**config.mk**
```make
export PLATFORM = sky130hd
export DESIGN_NAME = kbd_display_driver
export DESIGN_NICKNAME = d
export VERILOG_FILES = /design/src/rtl/kbd_display_driver_pkg.sv /design/src/rtl/kbd_display_driver_hex.sv /design/src/rtl/kbd_display_driver.sv
export SDC_FILE = /design/constraint.sdc
export NUM_CORES = 1
export LEC_CHECK = 0
export ABC_CLOCK_PERIOD_IN_PS = 2900
export CORE_UTILIZATION = 55
export CTS_CLUSTER_DIAMETER = 120
export DETAILED_ROUTE_END_ITERATION = 8
export PLACE_DENSITY = 0.86
export RECOVER_POWER = 50
export REMOVE_ABC_BUFFERS = 1
export SLEW_MARGIN = 5
export SYNTH_ARGS = -nofsm -noshare
export SYNTH_HDL_FRONTEND = slang
export SYNTH_SLANG_ARGS = --single-unit
```
**constraint.sdc**
```tcl
create_clock -name clk_100MHz -period 2.9 [get_ports clk_100MHz]
set_clock_uncertainty 0.2 [all_clocks]
set_input_delay 0.435 -clock clk_100MHz [delete_from_list [all_inputs] [get_ports clk_100MHz]]
set_output_delay 0.435 -clock clk_100MHz [all_outputs]
set_load 0.02 [all_outputs]
```
**src/rtl/kbd_display_driver_pkg.sv**
```systemverilog
// Shared segment patterns and hex-to-segment table for the keyboard display path.
// All patterns are active-low, bit order {g,f,e,d,c,b,a}.
package kbd_pkg;

   localparam logic [6:0] SEG_DASH = 7'b0111111;
   localparam logic [6:0] SEG_OFF  = 7'b1111111;
   localparam logic [3:0] AN_OFF   = 4'b1111;
   localparam logic [1:0] SEP_IDX  = 2'd2;

   localparam logic [6:0] HEX_SEG [0:15] = '{
      7'b1000000,   // 0
      7'b1111001,   // 1
      7'b0100100,   // 2
      7'b0110000,   // 3
      7'b0011001,   // 4
      7'b0010010,   // 5
      7'b0000010,   // 6
      7'b1111000,   // 7
      7'b0000000,   // 8
      7'b0010000,   // 9
      7'b0001000,   // A
      7'b0000011,   // b
      7'b1000110,   // C
      7'b0100001,   // d
      7'b0000110,   // E
      7'b0001110    // F
   };

   // One-hot active-low anode pattern for a digit slot.
   function automatic logic [3:0] anode_sel(input logic [1:0] idx);
      logic [3:0] onehot;
      onehot = 4'b0001 << idx;
      return ~onehot;
   endfunction

endpackage

```
**src/rtl/kbd_display_driver_hex.sv**
```systemverilog
// Combinational nibble to active-low seven-segment decoder.
module hex_to_7seg
   import kbd_pkg::*;
(
   input  logic [3:0] nibble_i,
   output logic [6:0] seg_o
);

   assign seg_o = HEX_SEG[nibble_i];

endmodule

```
**src/rtl/kbd_display_driver.sv**
```systemverilog
// Four-digit multiplexed hex display of the last two PS/2 scancodes, with a
// decimal-point flash on every newly observed key.
module kbd_display_driver
   import kbd_pkg::*;
#(
   parameter int CLK_HZ     = 100_000_000,
   parameter int REFRESH_HZ = 1000,
   parameter int FLASH_MS   = 250
)(
   input  logic       clk_100MHz,
   input  logic       reset,
   input  logic [7:0] scancode,
   input  logic [7:0] prevscancode,
   output logic [3:0] an,
   output logic [6:0] seg,
   output logic       dp
);

   localparam int DIV          = CLK_HZ / REFRESH_HZ;
   localparam int FLASH_CYCLES = (CLK_HZ / 1000) * FLASH_MS;
   localparam int PW           = (DIV > 2) ? $clog2(DIV) : 1;
   localparam int FW           = (FLASH_CYCLES > 1) ? $clog2(FLASH_CYCLES + 1) : 1;

   localparam logic [PW-1:0] PRESC_LAST = PW'(DIV - 1);
   localparam logic [PW-1:0] PRESC_ZERO = PW'(0);
   localparam logic [PW-1:0] PRESC_ONE  = PW'(1);
   localparam logic [FW-1:0] FLASH_LOAD = FW'(FLASH_CYCLES);
   localparam logic [FW-1:0] FLASH_ZERO = FW'(0);
   localparam logic [FW-1:0] FLASH_ONE  = FW'(1);

   logic [15:0]   cap_q,   cap_d;
   logic          valid_q, valid_d;
   logic [FW-1:0] flash_q, flash_d;
   logic [PW-1:0] presc_q, presc_d;
   logic [1:0]    idx_q,   idx_d;
   logic [3:0]    an_q,    an_d;
   logic [6:0]    seg_q,   seg_d;
   logic          dp_q,    dp_d;

   logic [15:0]   pair_s;
   logic          new_key_s;
   logic          flash_on_s;
   logic          presc_tc_s;
   logic [3:0]    nibble_s;
   logic [6:0]    hex_seg_s;

   assign pair_s     = {prevscancode, scancode};
   // Only a change of the byte pair is visible; identical repeats are ignored.
   assign new_key_s  = (pair_s != cap_q);
   assign flash_on_s = (flash_q != FLASH_ZERO);
   assign presc_tc_s = (presc_q == PRESC_LAST);

   // Select the nibble for the digit slot currently being driven.
   always_comb begin
      nibble_s = 4'h0;
      case (idx_q)
         2'd3:    nibble_s = cap_q[15:12];
         2'd2:    nibble_s = cap_q[11:8];
         2'd1:    nibble_s = cap_q[7:4];
         2'd0:    nibble_s = cap_q[3:0];
         default: nibble_s = 4'h0;
      endcase
   end

   hex_to_7seg u_hex (
      .nibble_i (nibble_s),
      .seg_o    (hex_seg_s)
   );

   // Capture, key-valid flag and retriggerable flash window.
   always_comb begin
      cap_d   = pair_s;
      valid_d = valid_q;
      flash_d = flash_q;
      if (new_key_s) begin
         valid_d = 1'b1;
         flash_d = FLASH_LOAD;
      end else if (flash_on_s) begin
         flash_d = flash_q - FLASH_ONE;
      end else begin
         flash_d = FLASH_ZERO;
      end
   end

   // Refresh prescaler and digit index; the index steps on terminal count.
   always_comb begin
      presc_d = presc_q;
      idx_d   = idx_q;
      if (presc_tc_s) begin
         presc_d = PRESC_ZERO;
         idx_d   = idx_q + 2'd1;
      end else begin
         presc_d = presc_q + PRESC_ONE;
      end
   end

   // Output pattern for the current slot, registered on the next edge.
   always_comb begin
      an_d  = anode_sel(idx_q);
      seg_d = SEG_DASH;
      dp_d  = 1'b1;
      if (valid_q) begin
         seg_d = hex_seg_s;
      end else begin
         seg_d = SEG_DASH;
      end
      if (flash_on_s || (valid_q && (idx_q == SEP_IDX))) begin
         dp_d = 1'b0;
      end else begin
         dp_d = 1'b1;
      end
   end

   // State and output registers.
   always_ff @(posedge clk_100MHz or negedge reset) begin
      if (!reset) begin
         cap_q   <= 16'h0000;
         valid_q <= 1'b0;
         flash_q <= FLASH_ZERO;
         presc_q <= PRESC_ZERO;
         idx_q   <= 2'd0;
         an_q    <= AN_OFF;
         seg_q   <= SEG_OFF;
         dp_q    <= 1'b1;
      end else begin
         cap_q   <= cap_d;
         valid_q <= valid_d;
         flash_q <= flash_d;
         presc_q <= presc_d;
         idx_q   <= idx_d;
         an_q    <= an_d;
         seg_q   <= seg_d;
         dp_q    <= dp_d;
      end
   end

   assign an  = an_q;
   assign seg = seg_q;
   assign dp  = dp_q;

endmodule

```
---- Word-level counts from Yosys, hierarchy flattened ----
Memory sizes are Yosys's and may differ from the RTL's.
Index checks and enable logic that the tools add are counted.
storage, ports and cells
  logic and storage cells ................. 33
  bits in registers ....................... 73
  memory bits (read-only) ................. 112
  bits of input ports ..................... 18
  output and inout bits ................... 12
  memories ................................ 1
memories
  name              words  bits a word  read ports  clocked after memory_dff  wr ports  line                         text
  (name not given)  16     7            1           0                         0         kbd_display_driver_hex.sv:9  assign seg_o = HEX_SEG[nibble_i];
operators by class
  reductions and logical operators ........ 4
  equality and inequality tests ........... 5
  magnitude comparators ................... 1
  shift operators ......................... 1
  bitwise operators ....................... 2
  multiplexer cells ....................... 8
  add/subtract/negate cells ............... 3
operator list
  operator                                                   count
  two-way mux 25 bit                                         2
  nonzero test 25 bit                                        1
  subtractor 25 x 1 -> 25 bit (second input constant)        1
  two-way mux 7 bit                                          3
  adder 17 x 1 -> 17 bit (second input constant)             1
  == test 17 bit (second input constant)                     1
  two-way mux 17 bit                                         1
  inequality test 16 bit                                     1
  case mux 4 bit (4 select lines)                            1
  greater-or-equal comparator 5 bit (second input constant)  1
  NOT 4 -> 5 bit                                             1
  == test 2 bit (second input constant)                      2
  NOT 4 bit                                                  1
  << shifter 1 x 2 -> 4 bit (first input constant)           1
  adder 2 x 1 -> 2 bit (second input constant)               1
  == test 2 x 1 -> 1 bit (second input constant)             1
  zero test 2 bit                                            1
  logical AND 1 bit                                          1
  logical OR 1 bit                                           1
  two-way mux 1 bit                                          1

---- Logic depth before layout (Yosys ltp) ----
Gate-level depths: netlist (run 1).
  depth in word-level cells ............... 7
  gate-level depth with buffers ........... 10
  mapped depth without buffers ............ 10

---- By module ----
From an unflattened synthesis (run 1), not the netlist that was laid out.
second synthesis, totals
  cells, all modules ...................... 330
  area total of the unflattened synthesis .. 3667.3 um^2
by module, submodules not included
  module              instances  cells each  sequential area each (um^2)  area an instance (um^2)
  kbd_display_driver  1          298         1841.8                       3392.0
  hex_to_7seg         1          32          0.0                          275.3

---- Worst setup path before layout (run 1) ----
No wires, ideal clock.
  path type ............................... register to register
  from .................................... register presc_q[12]
  to ...................................... register idx_q[1]
  clock period less this slack ............ 2345 ps
  path slack .............................. 555 ps
  data required time ...................... 2575 ps
  stages on the path, launching flop included .. 6
  buffers on the path ..................... 0
  arrival ................................. 2021 ps
  library setup time ...................... 125 ps
  cell sequence ........................... dfrtp_1 or4b_1 or4b_1 nor4_1 and3_1 mux2_2
between the ends
  cells in the longest elaborated chain, start to end .. 1
RTL lines
  what                    line                       text
  start, declared         kbd_display_driver.sv:34   logic [PW-1:0] presc_q, presc_d;
  start signal, assigned  kbd_display_driver.sv:129  presc_q <= presc_d;
  == test 17 bit          kbd_display_driver.sv:51   assign presc_tc_s = (presc_q == PRESC_LAST);
  end signal, assigned    kbd_display_driver.sv:130  idx_q <= idx_d;
  end, declared           kbd_display_driver.sv:35   logic [1:0] idx_q, idx_d;
Every way passes these cells.
A chain may end at the register's enable or synchronous reset.

---- Worst setup path after layout (run 1) ----
  from .................................... register flash_q[19]
  to ...................................... register flash_q[23]
between the ends
  cells in the longest elaborated chain, start to end .. 3
  elaborated cells between the ends (all ways) .. 4
  those cells by class .................... add/sub (1); mux (2); reduce/logical (1)
RTL lines
  what                                                                line                                                text
  start, declared                                                     kbd_display_driver.sv:33                            logic [FW-1:0] flash_q, flash_d;
  start signal, assigned                                              kbd_display_driver.sv:128                           flash_q <= flash_d;
  subtractor 25 x 1 -> 25 bit or nonzero test 25 bit (tied branches)  kbd_display_driver.sv:79, kbd_display_driver.sv:50
  two-way mux 25 bit (*)                                              kbd_display_driver.sv:78                            end else if (flash_on_s) begin
  two-way mux 25 bit (*)                                              kbd_display_driver.sv:75                            if (new_key_s) begin
  net flash_d[23]                                                     kbd_display_driver.sv:33
The timed path passes the listed nets; every way through them passes the cells marked *.

==> results of run 1 <==
## worst max-delay path, delay by kind of cell, from the launching register on
kind / cells / cell delay, ns
DFF: 1 / 0.41
and+or+nand+nor: 5 / 1.94
## through the flow
stage / power [mW] / area (um2)
2_1_floorplan: 1.14 / 3440
3_3_place_gp: 1.21 / 3870
3_5_place_dp: 1.22 / 3870
4_1_cts: 2.08 / 4100
5_1_grt: 2.12 / 4090
6_report: 2.05 / 4090
## path summary, 6_finish.rpt
kind	from	end	slack, ns	depth (start not counted)
worst max-delay path	flash_q[19]	flash_q[23]	0.23	5
worst min-delay path	flash_q[0]	flash_q[0]	0.27	1
worst max register to register	flash_q[19]	flash_q[23]	0.23	5
worst min register to register	flash_q[0]	flash_q[0]	0.27	1
max in group asynchronous	reset	flash_q[23]	0.37	3
min in group asynchronous	reset	idx_q[0]	0.72	2
## registers in the layout (all words and copies together), names as in the netlist
register  flops
presc_q      17
an            4
dp            1
valid_q       1
seg           7
cap_q        16
flash_q      25
idx_q         2
## per-layer routing
layer,GRT usage [%],up-vias,share of wire (%)
met2,39.3,48,51
li1,-,1189,-
met3,8.56,11,3.9
met4,8.25,0,1.6
met1,26.4,1198,44
met5,0,-,0
## layout by cell type, fill, tap and decap left out, drive strengths merged, types with 4 or more instances in the layout
| cell | count |
|---|---|
| dfrtp | 61 |
| nor2 | 41 |
| xnor2 | 30 |
| nand2 | 22 |
| xor2 | 19 |
| dlygate4sd3 | 17 |
| nand3 | 16 |
| inv | 15 |
| clkbuf | 15 |
| ha | 12 |
| dfstp | 12 |
| clkdlybuf4s50 | 12 |
| nand4 | 10 |
| o21ai | 10 |
| a21oi | 9 |
| nor4 | 7 |
| nor3 | 6 |
| mux2i | 6 |
| or4 | 4 |
## timing repair
| item | in CTS | in global routing |
|---|---|---|
| endpoints found under the hold margin | 24 | 0 |
| hold buffers | 1 | 0 |
| setup endpoints to repair | 0 | 0 |
## power groups by stage
stage	registers (mW)	logic [mW]	clock network, mW
floorplan	1.08	0.0523	0
global placement	1.07	0.139	0
detailed placement	1.07	0.143	0
CTS	1.06	0.144	0.878
global route	1.06	0.150	0.914
finish	1.06	0.136	0.855
## cells by family after synthesis
group	count (synthesis)	synth area share [%]
muxes	8	2.36
buffers and inverters	24	3.22
AOI/OAI and AO/OA	35	6.52
DFF	73	52.7
and+or+nand+nor	125	18.6
adders and majority gates	12	4.30
xor gates and xnor gates	49	12.3
## final cells by class
cell class | count | area (um2)
fill | 440 | 1940
sequential | 73 | 1840
multi-input combinational | 229 | 1550
timing repair buffer | 34 | 324
clock buffer | 13 | 179
tap | 75 | 93.8
inverter | 15 | 56.3
clock inverter | 3 | 46.3
==> results.yml, run 1 <==
outcome:
  outcome: "completed"
sta:
  tightest_slew_ns: 1.34
  setup_total_negative_slack_ns: 0
  worst_hold_slack_ns: 0.268
  post-route-min-period_ns: 2.67
  post-route-period-util_pct: 92.2
  setup_viol: 0
  finalWorstSetupSlack_ns: 0.227
  upper_clock_frequency_limit_mhz: 374
  final-max-slew-violation-count: 0
  timing.slew.headroom_pct: 10.7
  rsz0062_at_grt: "no"
  report.final.hold_viol_count: 0
finish:
  layout.core_utilization_pct: 67.8
  finish.cell_count_without_fillers: 442
  num-nets-final: 392
  area_added_between_synthesis_and_finish_pct: 17.0
  final_layout_size_suffix_gt1_share_pct: 12.3
  antenna_diode_count: 0
cts:
  cts_tree: "built"
  ctsRootBufferMaster: "sky130_fd_sc_hd__clkbuf_8"
  clk-insertion-delay-late_ns: 0.35
  cts.reportedPaths.clkPinSlew_ns: 0.07
  tritoncts_num_sinks: 73
  cts-root-to-sink-buffers: 2
  cts_resized: 0
  cts-htree-levels: 3
  cts_post_setup_buffers_inserted: 0
  numCtsBuffers: 9
synthesis:
  synth.yosys.seq_area_share_pct: 52.7
  synth.cells.most_frequent: "61 x sky130_fd_sc_hd__dfrtp_1, 41 x sky130_fd_sc_hd__nor2_1, 30 x sky130_fd_sc_hd__xnor2_1, 22 x sky130_fd_sc_hd__nand2_1, 19 x sky130_fd_sc_hd__xor2_1"
  proportion_of_register_bits_with_asynchronous_set_or_reset_after_synthesis_pct: 100
  post-synth-top-area-fraction_pct: 43.7
  netlist_top_cells_area: "sky130_fd_sc_hd__dfrtp_1 44%, sky130_fd_sc_hd__dfstp_2 9.0%, sky130_fd_sc_hd__xnor2_1 7.5%"
  synth-seq-cells: 73
  post-synth-top-area-cell: "sky130_fd_sc_hd__dfrtp_1"
  synth_enable_flop_cells: 0
  ys_types: 47
  synth.avg_cell_area_um2: 10.7
  synth-main-ff-cell: "sky130_fd_sc_hd__dfrtp_1"
  synth.most_common_cell: "sky130_fd_sc_hd__dfrtp_1"
  synth_area_um2: 3490
  post_synth_inst_count: 326
  synth-warning-count: 0
global_route:
  global_route.overflow_total: 0
  grt_first_pass_wirelength_um: 11200
  grt_antenna_before_repair: 0
  grt_pass1_vias: 2497
  global_route.usage.total_pct: 23.0
  pin_count_of_the_biggest_net_entering_global_routing: 49
drt:
  drt_drc_violations_left: 0
  detailed_route_wire_length_um: 6690
  viasPerCell: 5.53
  drt-initial-drc-count: 118
  wl_cell_um: 15.1
  drt-pass1-iter-count: 4
  route.antenna.remaining_nets: 0
  vias: 2446
floorplan:
  row_count: 28
  chipHeight_um: 81.7
  die-area_um2: 6680
  coreArea_um2: 6030
  top_level_ports: 30
  start_util_pct: 58.0
  die_w_um: 81.7
power:
  net-switching-power_mw: 0.447
  switching_share_pct: 21.8
  pwr_density_cell_nw_per_um2: 501
  clock_network_power_share_pct: 41.8
  p_seq_share_pct: 51.6
  vdd_ir_drop_max_v: 0.000445
  leakagePower_nw: 1.72
  comb_power_share_pct: 6.6
  internal_power_mw: 1.60
setup_path:
  setup.worst_path.end_class: "flip-flop"
  worstPathArrival_ns: 2.70
  cp_cell_sequence: "or4_2, nor4_1, and4_1, nand2b_2, nor2_1"
  worst_path_max_delay_cell: "sky130_fd_sc_hd__or4_2"
  critical_path.max_stage_delay_ns: 0.72
  critical_path_class: "flip-flop to flip-flop"
  path_max_fanout: 13
  required_time_at_the_endpoint_of_the_critical_path_ns: 2.93
  worstSetupStartpointType: "flip-flop"
worst_hold_path:
  hp-class: "flip-flop to flip-flop"
placed_design:
  routabilityCongestion: 0.886
  dpl.cell_count: 425
  place_hpwl_um: 4570
  placement.io_buffers: 29
  preCtsSetupSlack_ns: 0.286
flow_run:
  max-cap-violations: 0
No activity file was read; power rests on OpenSTA's default activity.
==> run 2, diff against run 1 <==
--- a/config.mk
+++ b/config.mk
@@ -5,7 +5,7 @@
 export SDC_FILE = /design/constraint.sdc
 export NUM_CORES = 1
 export LEC_CHECK = 0
-export ABC_CLOCK_PERIOD_IN_PS = 2900
+export ABC_CLOCK_PERIOD_IN_PS = 2720
 export CORE_UTILIZATION = 55
 export CTS_CLUSTER_DIAMETER = 120
 export DETAILED_ROUTE_END_ITERATION = 8
==> constraint.sdc (replaced) <==
create_clock -name clk_100MHz -period 2.72 [get_ports clk_100MHz]
set_clock_uncertainty 0.2 [all_clocks]
set_input_delay 0.408 -clock clk_100MHz [delete_from_list [all_inputs] [get_ports clk_100MHz]]
set_output_delay 0.408 -clock clk_100MHz [all_outputs]
set_load 0.02 [all_outputs]
==> run 2 against run 1 <==
Against the previous run:
- non-clock buffer count grew 2
- clock-buffer cell count is 1 lower
- final cell count increased by 0.45%
- combinational power rose by 8%
- setup slack worse by 0.061 ns
- clock power up 12%
- hold slack better by 0.029 ns
- register-to-register slack worse by 0.06 ns
- utilization up 0.79 points
- fmax rose by 4.7%
- via count is 1.8% higher
- critical path depth up 4
==> results.yml, run 2 (synthesis results as in run 1) <==
global_route:
  global_route.overflow_total: 0
  global_route.usage.total_pct: 24.3
  grt_first_pass_wirelength_um: 11900
  grt_antenna_before_repair: 0
  pin_count_of_the_biggest_net_entering_global_routing: 49
  grt_pass1_vias: 2533
sta:
  timing.slew.headroom_pct: 8.97
  post-route-period-util_pct: 93.9
  setup_total_negative_slack_ns: 0
  setup_viol: 0
  post-route-min-period_ns: 2.55
  rsz0062_at_grt: "no"
  tightest_slew_ns: 1.37
  final-max-slew-violation-count: 0
  upper_clock_frequency_limit_mhz: 392
  report.final.hold_viol_count: 0
drt:
  drt-initial-drc-count: 166
  route.antenna.remaining_nets: 0
  drt-pass1-iter-count: 4
  detailed_route_wire_length_um: 6930
  vias: 2489
  viasPerCell: 5.61
  wl_cell_um: 15.6
  drt_drc_violations_left: 0
flow_run:
  max-cap-violations: 0
finish:
  mostFrequentLayoutCells: "61 x sky130_fd_sc_hd__dfrtp_1, 41 x sky130_fd_sc_hd__nor2_1, 30 x sky130_fd_sc_hd__xnor2_1"
  most_frequent_standard_cell_in_the_layout_excluding_fill_and_tap_cells: "sky130_fd_sc_hd__dfrtp_1"
  seq_area_um2: 1840
  layout.core_utilization_pct: 68.6
  area_added_between_synthesis_and_finish_pct: 18.3
  multi_input_area_um2: 1560
  final_layout_size_suffix_gt1_share_pct: 13.3
  largest-register: "flash_q"
  fillCellCount: 412
  largest_register_ffs: 25
  antenna_diode_count: 0
  num-nets-final: 394
  reg_top3: "flash_q (25), presc_q (17), cap_q (16)"
power:
  leakagePower_nw: 1.73
  vdd_ir_drop_max_v: 0.000418
  pwr_density_cell_nw_per_um2: 538
cts:
  cts_tree: "built"
  cts-htree-levels: 3
  cts.reportedPaths.clkPinSlew_ns: 0.08
  cts-root-to-sink-buffers: 2
  tritoncts_num_sinks: 73
  ctsRootBufferMaster: "sky130_fd_sc_hd__clkbuf_8"
  numCtsBuffers: 9
  clk-insertion-delay-late_ns: 0.34
floorplan:
  start_util_pct: 58.0
  top_level_ports: 30
  die_w_um: 81.7
  coreArea_um2: 6030
  row_count: 28
  die-area_um2: 6680
  chipHeight_um: 81.7
setup_path:
  path_max_fanout: 6
  required_time_at_the_endpoint_of_the_critical_path_ns: 2.81
  critical_path_class: "flip-flop to flip-flop"
  worstPathArrival_ns: 2.64
  setup.worst_path.end_class: "flip-flop"
  worstSetupStartpointType: "flip-flop"
placed_design:
  placement.io_buffers: 29
  place_hpwl_um: 4550
  routabilityCongestion: 0.855
worst_hold_path:
  hp-class: "flip-flop to flip-flop"
outcome:
  outcome: "completed"
[run 2: changes by cell type in the layout (fill, tap and decap cells not counted)]
cell | previous run | this run
sky130_fd_sc_hd__buf_12 | 0 | 1
sky130_fd_sc_hd__a21oi_1 | 9 | 7
sky130_fd_sc_hd__clkbuf_1 | 1 | 2
sky130_fd_sc_hd__nor4_2 | 1 | 2
sky130_fd_sc_hd__a21oi_2 | 0 | 2
sky130_fd_sc_hd__clkbuf_8 | 13 | 11
sky130_fd_sc_hd__buf_4 | 3 | 5
sky130_fd_sc_hd__bufinv_16 | 1 | 2
sky130_fd_sc_hd__clkbuf_4 | 1 | 0
sky130_fd_sc_hd__nor4_1 | 5 | 4
[run 2: metal layers]
metal | up-vias | routed length (um) | track usage [%]
met3 | 11 | 244 | 6.67
met5 | - | 0 | 0
met1 | 1223 | 3030 | 29.0
met4 | 0 | 92 | 9.12
li1 | 1200 | - | -
met2 | 55 | 3560 | 41.8
[run 2: through the flow]
| step | cells | area (um2) | hold slack [ns] | total power, mW | worst slack, ns |
|---|---|---|---|---|---|
| 2_1_floorplan | 317 | 3440 | -0.0876 | 1.21 | 0.167 |
| 3_3_place_gp | 427 | 3880 | 0.229 | 1.29 | 0.231 |
| 3_5_place_dp | 427 | 3880 | 0.231 | 1.30 | 0.144 |
| 4_1_cts | 444 | 4120 | 0.298 | 2.25 | 0.0945 |
| 5_1_grt | 444 | 4140 | 0.325 | 2.31 | 0.00317 |
| 6_report | 444 | 4140 | 0.297 | 2.23 | 0.166 |
[run 2: layout make-up]
class | instances | share of cell area (%)
multi-input combinational | 229 | 37.7
tap | 75 | 2.27
clock buffer | 12 | 3.75
inverter | 15 | 1.36
clock inverter | 4 | 1.85
timing repair buffer | 36 | 8.50
sequential | 73 | 44.5
[run 2: critical path, stage by stage, from the launching register on]
cell and delay, ns:
sky130_fd_sc_hd__dfrtp_1 0.41, sky130_fd_sc_hd__inv_1 0.11, sky130_fd_sc_hd__ha_1 0.29, sky130_fd_sc_hd__a222oi_1 0.47, sky130_fd_sc_hd__a21oi_2 0.17, sky130_fd_sc_hd__inv_1 0.14
sky130_fd_sc_hd__ha_1 0.26, sky130_fd_sc_hd__nand2b_1 0.15, sky130_fd_sc_hd__a32o_1 0.25, sky130_fd_sc_hd__nand2_1 0.06
[run 2: final timing paths]
kind	startpoint	to	cells past startpoint	slack, ns
min in group asynchronous	reset	cap_q[1]	2	0.69
worst max register to register	idx_q[0]	seg[3]	9	0.17
worst min register to register	presc_q[8]	presc_q[8]	1	0.30
worst min-delay path	presc_q[8]	presc_q[8]	1	0.30
max in group asynchronous	reset	dp	3	0.68
worst max-delay path	idx_q[0]	seg[3]	9	0.17
[run 2: power by group]
| part | switching, mW | internal [mW] |
|---|---|---|
| Clock | 0.385 | 0.568 |
| Combinational | 0.0781 | 0.0691 |
| Sequential | 0.0131 | 1.11 |
[run 2: what timing repair did]
item                                   CTS  global route
setup endpoints to repair                0            21
endpoints found under the hold margin   24             0
setup buffers                            0             0
hold buffers                             1             0
resized for setup                        0             3
==> run 3, diff against run 2 <==
--- a/config.mk
+++ b/config.mk
@@ -15,4 +15,5 @@
 export SLEW_MARGIN = 5
 export SYNTH_ARGS = -nofsm -noshare
 export SYNTH_HDL_FRONTEND = slang
+export SYNTH_HIERARCHICAL = 1
 export SYNTH_SLANG_ARGS = --single-unit
==> run 3 against run 2 <==
Against the previous run:
- the flow now finishes with violations (max-capacitance violations, max-slew violations, negative setup slack)
- routed wire length up 9.5%
- sequential share of layout area down 3.0 points
- sequential power about the same
- critical endpoint unchanged
- largest cell class unchanged
- highest routed layer unchanged
==> results.yml, run 3 <==
outcome:
  outcome: "complete, but fails checks"
  failed_checks: "max-capacitance violations, max-slew violations, negative setup slack"
setup_path:
  critical_path.max_stage_delay_ns: 0.54
  path_max_fanout: 5
  crit_buf_inv: 2
  worst_path_max_delay_cell: "sky130_fd_sc_hd__a222oi_1"
  worstRegToRegCells: 8
  worstSetupStartpointType: "flip-flop"
  cp_cell_sequence: "inv_2, ha_4, a222oi_1, mux2i_1, buf_4, ha_1, mux4_1, nand2b_1"
  endpoint_of_the_most_critical_register_to_register_path: "seg[3]"
  top_family_by_delay_on_critical_path: "multiplexers"
  worstSetupStartpoint: "idx_q[1]"
  required_time_at_the_endpoint_of_the_critical_path_ns: 2.81
  timing.rr.start: "idx_q[1]"
  critPathCapture: "seg[3]"
  critical_path_class: "flip-flop to flip-flop"
  worstPathArrival_ns: 2.82
  r2r_setup_slack_ns: -0.02
  crit_path_cell_count: 8
  setup.worst_path.end_class: "flip-flop"
sta:
  upper_clock_frequency_limit_mhz: 365
  post-route-period-util_pct: 101
  final-max-slew-violation-count: 74
  setup_viol: 2
  finalWorstSetupSlack_ns: -0.0175
  timing.slew.headroom_pct: -1.68
  report.final.hold_viol_count: 0
  tightest_slew_ns: 1.53
  post-route-min-period_ns: 2.74
finish:
  mostFrequentLayoutCells: "60 x sky130_fd_sc_hd__dfrtp_1, 25 x sky130_fd_sc_hd__xor2_1, 22 x sky130_fd_sc_hd__nor2_1"
  largest_register_ffs: 25
  postLayoutCellArea_um2: 4430
  layout.core_utilization_pct: 69.4
  largest-register: "flash_q"
  most_frequent_standard_cell_in_the_layout_excluding_fill_and_tap_cells: "sky130_fd_sc_hd__dfrtp_1"
  multi_input_area_um2: 1760
  antenna_diode_count: 0
  fillCellCount: 451
  num-nets-final: 412
  area_added_between_synthesis_and_finish_pct: 20.9
  finish.cell_count_without_fillers: 462
  reg_top3: "flash_q (25), presc_q (17), cap_q (16)"
  final_layout_size_suffix_gt1_share_pct: 18.4
  seq_area_um2: 1840
synthesis:
  proportion_of_register_bits_with_asynchronous_set_or_reset_after_synthesis_pct: 100
  synth-compound-area-share_pct: 9.14
  synth-warning-count: 6
  ys_types: 55
  synth.yosys.seq_area_share_pct: 50.2
  muxShareOfSynthArea_pct: 3.79
  post-synth-top-area-fraction_pct: 41.6
  post-synth-top-area-cell: "sky130_fd_sc_hd__dfrtp_1"
  synth.avg_cell_area_um2: 11.1
  netlist_top_cells_area: "sky130_fd_sc_hd__dfrtp_1 42%, sky130_fd_sc_hd__dfstp_2 8.6%, sky130_fd_sc_hd__xor2_1 6.0%"
  post_synth_xor_area_fraction_pct: 9.55
  synth.cells.most_frequent: "61 x sky130_fd_sc_hd__dfrtp_1, 25 x sky130_fd_sc_hd__xor2_1, 22 x sky130_fd_sc_hd__nor2_1, 18 x sky130_fd_sc_hd__nor3_1, 16 x sky130_fd_sc_hd__inv_1"
  synth_fa_ha_area_share_pct: 4.78
  synth-main-ff-cell: "sky130_fd_sc_hd__dfrtp_1"
  synth_area_um2: 3670
  post_synth_inst_count: 330
  synth.most_common_cell: "sky130_fd_sc_hd__dfrtp_1"
  synth_enable_flop_cells: 0
  synth-seq-cells: 73
  combinational_family_with_the_most_area_after_synthesis: "simple AND/OR/NAND/NOR gates"
  synthSimpleGateAreaFrac_pct: 19.3
cts:
  cts-root-to-sink-buffers: 2
  clk-insertion-delay-late_ns: 0.36
  ctsRootBufferMaster: "sky130_fd_sc_hd__clkbuf_8"
  tritoncts_num_sinks: 73
  numCtsBuffers: 9
  cts.reportedPaths.clkPinSlew_ns: 0.08
  cts-htree-levels: 3
  cts_tree: "built"
global_route:
  grt_first_pass_wirelength_um: 12700
  grt_pass1_vias: 2766
  pin_count_of_the_biggest_net_entering_global_routing: 74
  global_route.overflow_total: 0
  global_route.usage.total_pct: 23.3
  grt_antenna_before_repair: 0
drt:
  drt-pass1-iter-count: 5
  viasPerCell: 5.86
  wl_cell_um: 16.4
  drt_drc_violations_left: 0
  vias: 2707
  route.antenna.remaining_nets: 0
  detailed_route_wire_length_um: 7590
  drt-initial-drc-count: 184
power:
  vdd_ir_drop_max_v: 0.000450
  pwr_density_cell_nw_per_um2: 524
  totalPowerFinal_mw: 2.32
  leakagePower_nw: 1.86
floorplan:
  coreArea_um2: 6390
  top_level_ports: 30
  chipHeight_um: 83.7
  start_util_pct: 57.4
  row_count: 29
  die-area_um2: 7000
  die_w_um: 83.7
worst_hold_path:
  hp-class: "flip-flop to flip-flop"
placed_design:
  dpl.cell_count: 438
  routabilityCongestion: 0.851
  postPlaceCellArea_um2: 4100
  place_hpwl_um: 4960
  placement.io_buffers: 29
flow_run:
  max-cap-violations: 1
## run 3: cell count changes after synthesis, moves of 7 or more
cell and delta:
sky130_fd_sc_hd__nand2_1 -7, sky130_fd_sc_hd__nor2_1 -19, sky130_fd_sc_hd__nor3_1 +12, sky130_fd_sc_hd__nand3_1 -7, sky130_fd_sc_hd__xnor2_1 -15
## run 3: cell type report
cell class | instances | share of cell area (%)
Timing Repair Buffer | 49 | 9.82
Clock buffer | 10 | 2.88
Sequential cell | 73 | 41.6
Clock inverter | 6 | 2.60
Multi-Input combinational cell | 231 | 39.6
Tap cell | 77 | 2.17
Inverter | 16 | 1.35
## run 3: routing by layer
layer	vias up	wire, um	track usage (%)
li1	1281	-	-
met1	1334	3120	28.7
met2	69	3910	38.2
met3	23	337	6.33
met4	0	220	10.6
met5	-	0	0
## run 3: cell families after synthesis
group | count (synthesis)
flip-flops | 73
AO/OA/AOI/OAI | 43
buffers and inverters | 26
multiplexers | 12
adder cells (fa/ha/maj) | 14
XOR/XNOR | 40
AND/OR/NAND/NOR | 122
## run 3: worst min path at each step
| stage | slack, ns | endpoint | depth (start not counted) | start |
|---|---|---|---|---|
| detailed placement | 0.26 | flash_q[0] | 2 | reset |
| CTS | 0.29 | presc_q[8] | 1 | presc_q[8] |
| global route | 0.32 | presc_q[8] | 1 | presc_q[8] |
| finish | 0.29 | presc_q[8] | 1 | presc_q[8] |
| global placement | 0.26 | flash_q[0] | 2 | reset |
| floorplan | -0.09 | cap_q[0] | 0 | reset |
## run 3: worst reg2reg max path: stages, from the launching register on
cell and delay, ns:
sky130_fd_sc_hd__dfrtp_2 0.43, sky130_fd_sc_hd__inv_2 0.07, sky130_fd_sc_hd__ha_4 0.18, sky130_fd_sc_hd__a222oi_1 0.54, sky130_fd_sc_hd__mux2i_1 0.21, sky130_fd_sc_hd__buf_4 0.20
sky130_fd_sc_hd__ha_1 0.20, sky130_fd_sc_hd__mux4_1 0.49, sky130_fd_sc_hd__nand2b_1 0.15
## run 3: power breakdown
group / leakage, nW / internal, mW / switching (mW) / total, mW
logic: 0.882 / 0.0743 / 0.0840 / 0.158
clock network: 0.117 / 0.614 / 0.424 / 1.04
registers: 0.857 / 1.11 / 0.0129 / 1.13
total: 1.86 / 1.80 / 0.521 / 2.32
## run 3: stage by stage
step | worst slack [ns] | hold WS [ns] | setup TNS [ns]
final | -0.0175 | 0.288 | -0.0334
after global routing | -0.0925 | 0.317 | -0.153
after CTS | 0.00347 | 0.293 | 0
after detailed placement | -0.188 | 0.262 | -0.289
after global placement | 0.0250 | 0.261 | 0
after floorplan | 0.0974 | -0.0876 | 0
## run 3: timing repair
item / in CTS / in global routing
resized for setup: 2 / 12
cloned: 0 / 0
buffers inserted: 6 / 1
pin swaps: 1 / 1
endpoints found under the setup margin: 4 / 4
endpoints found under the hold margin: 61 / 0
hold buffers: 1 / 0
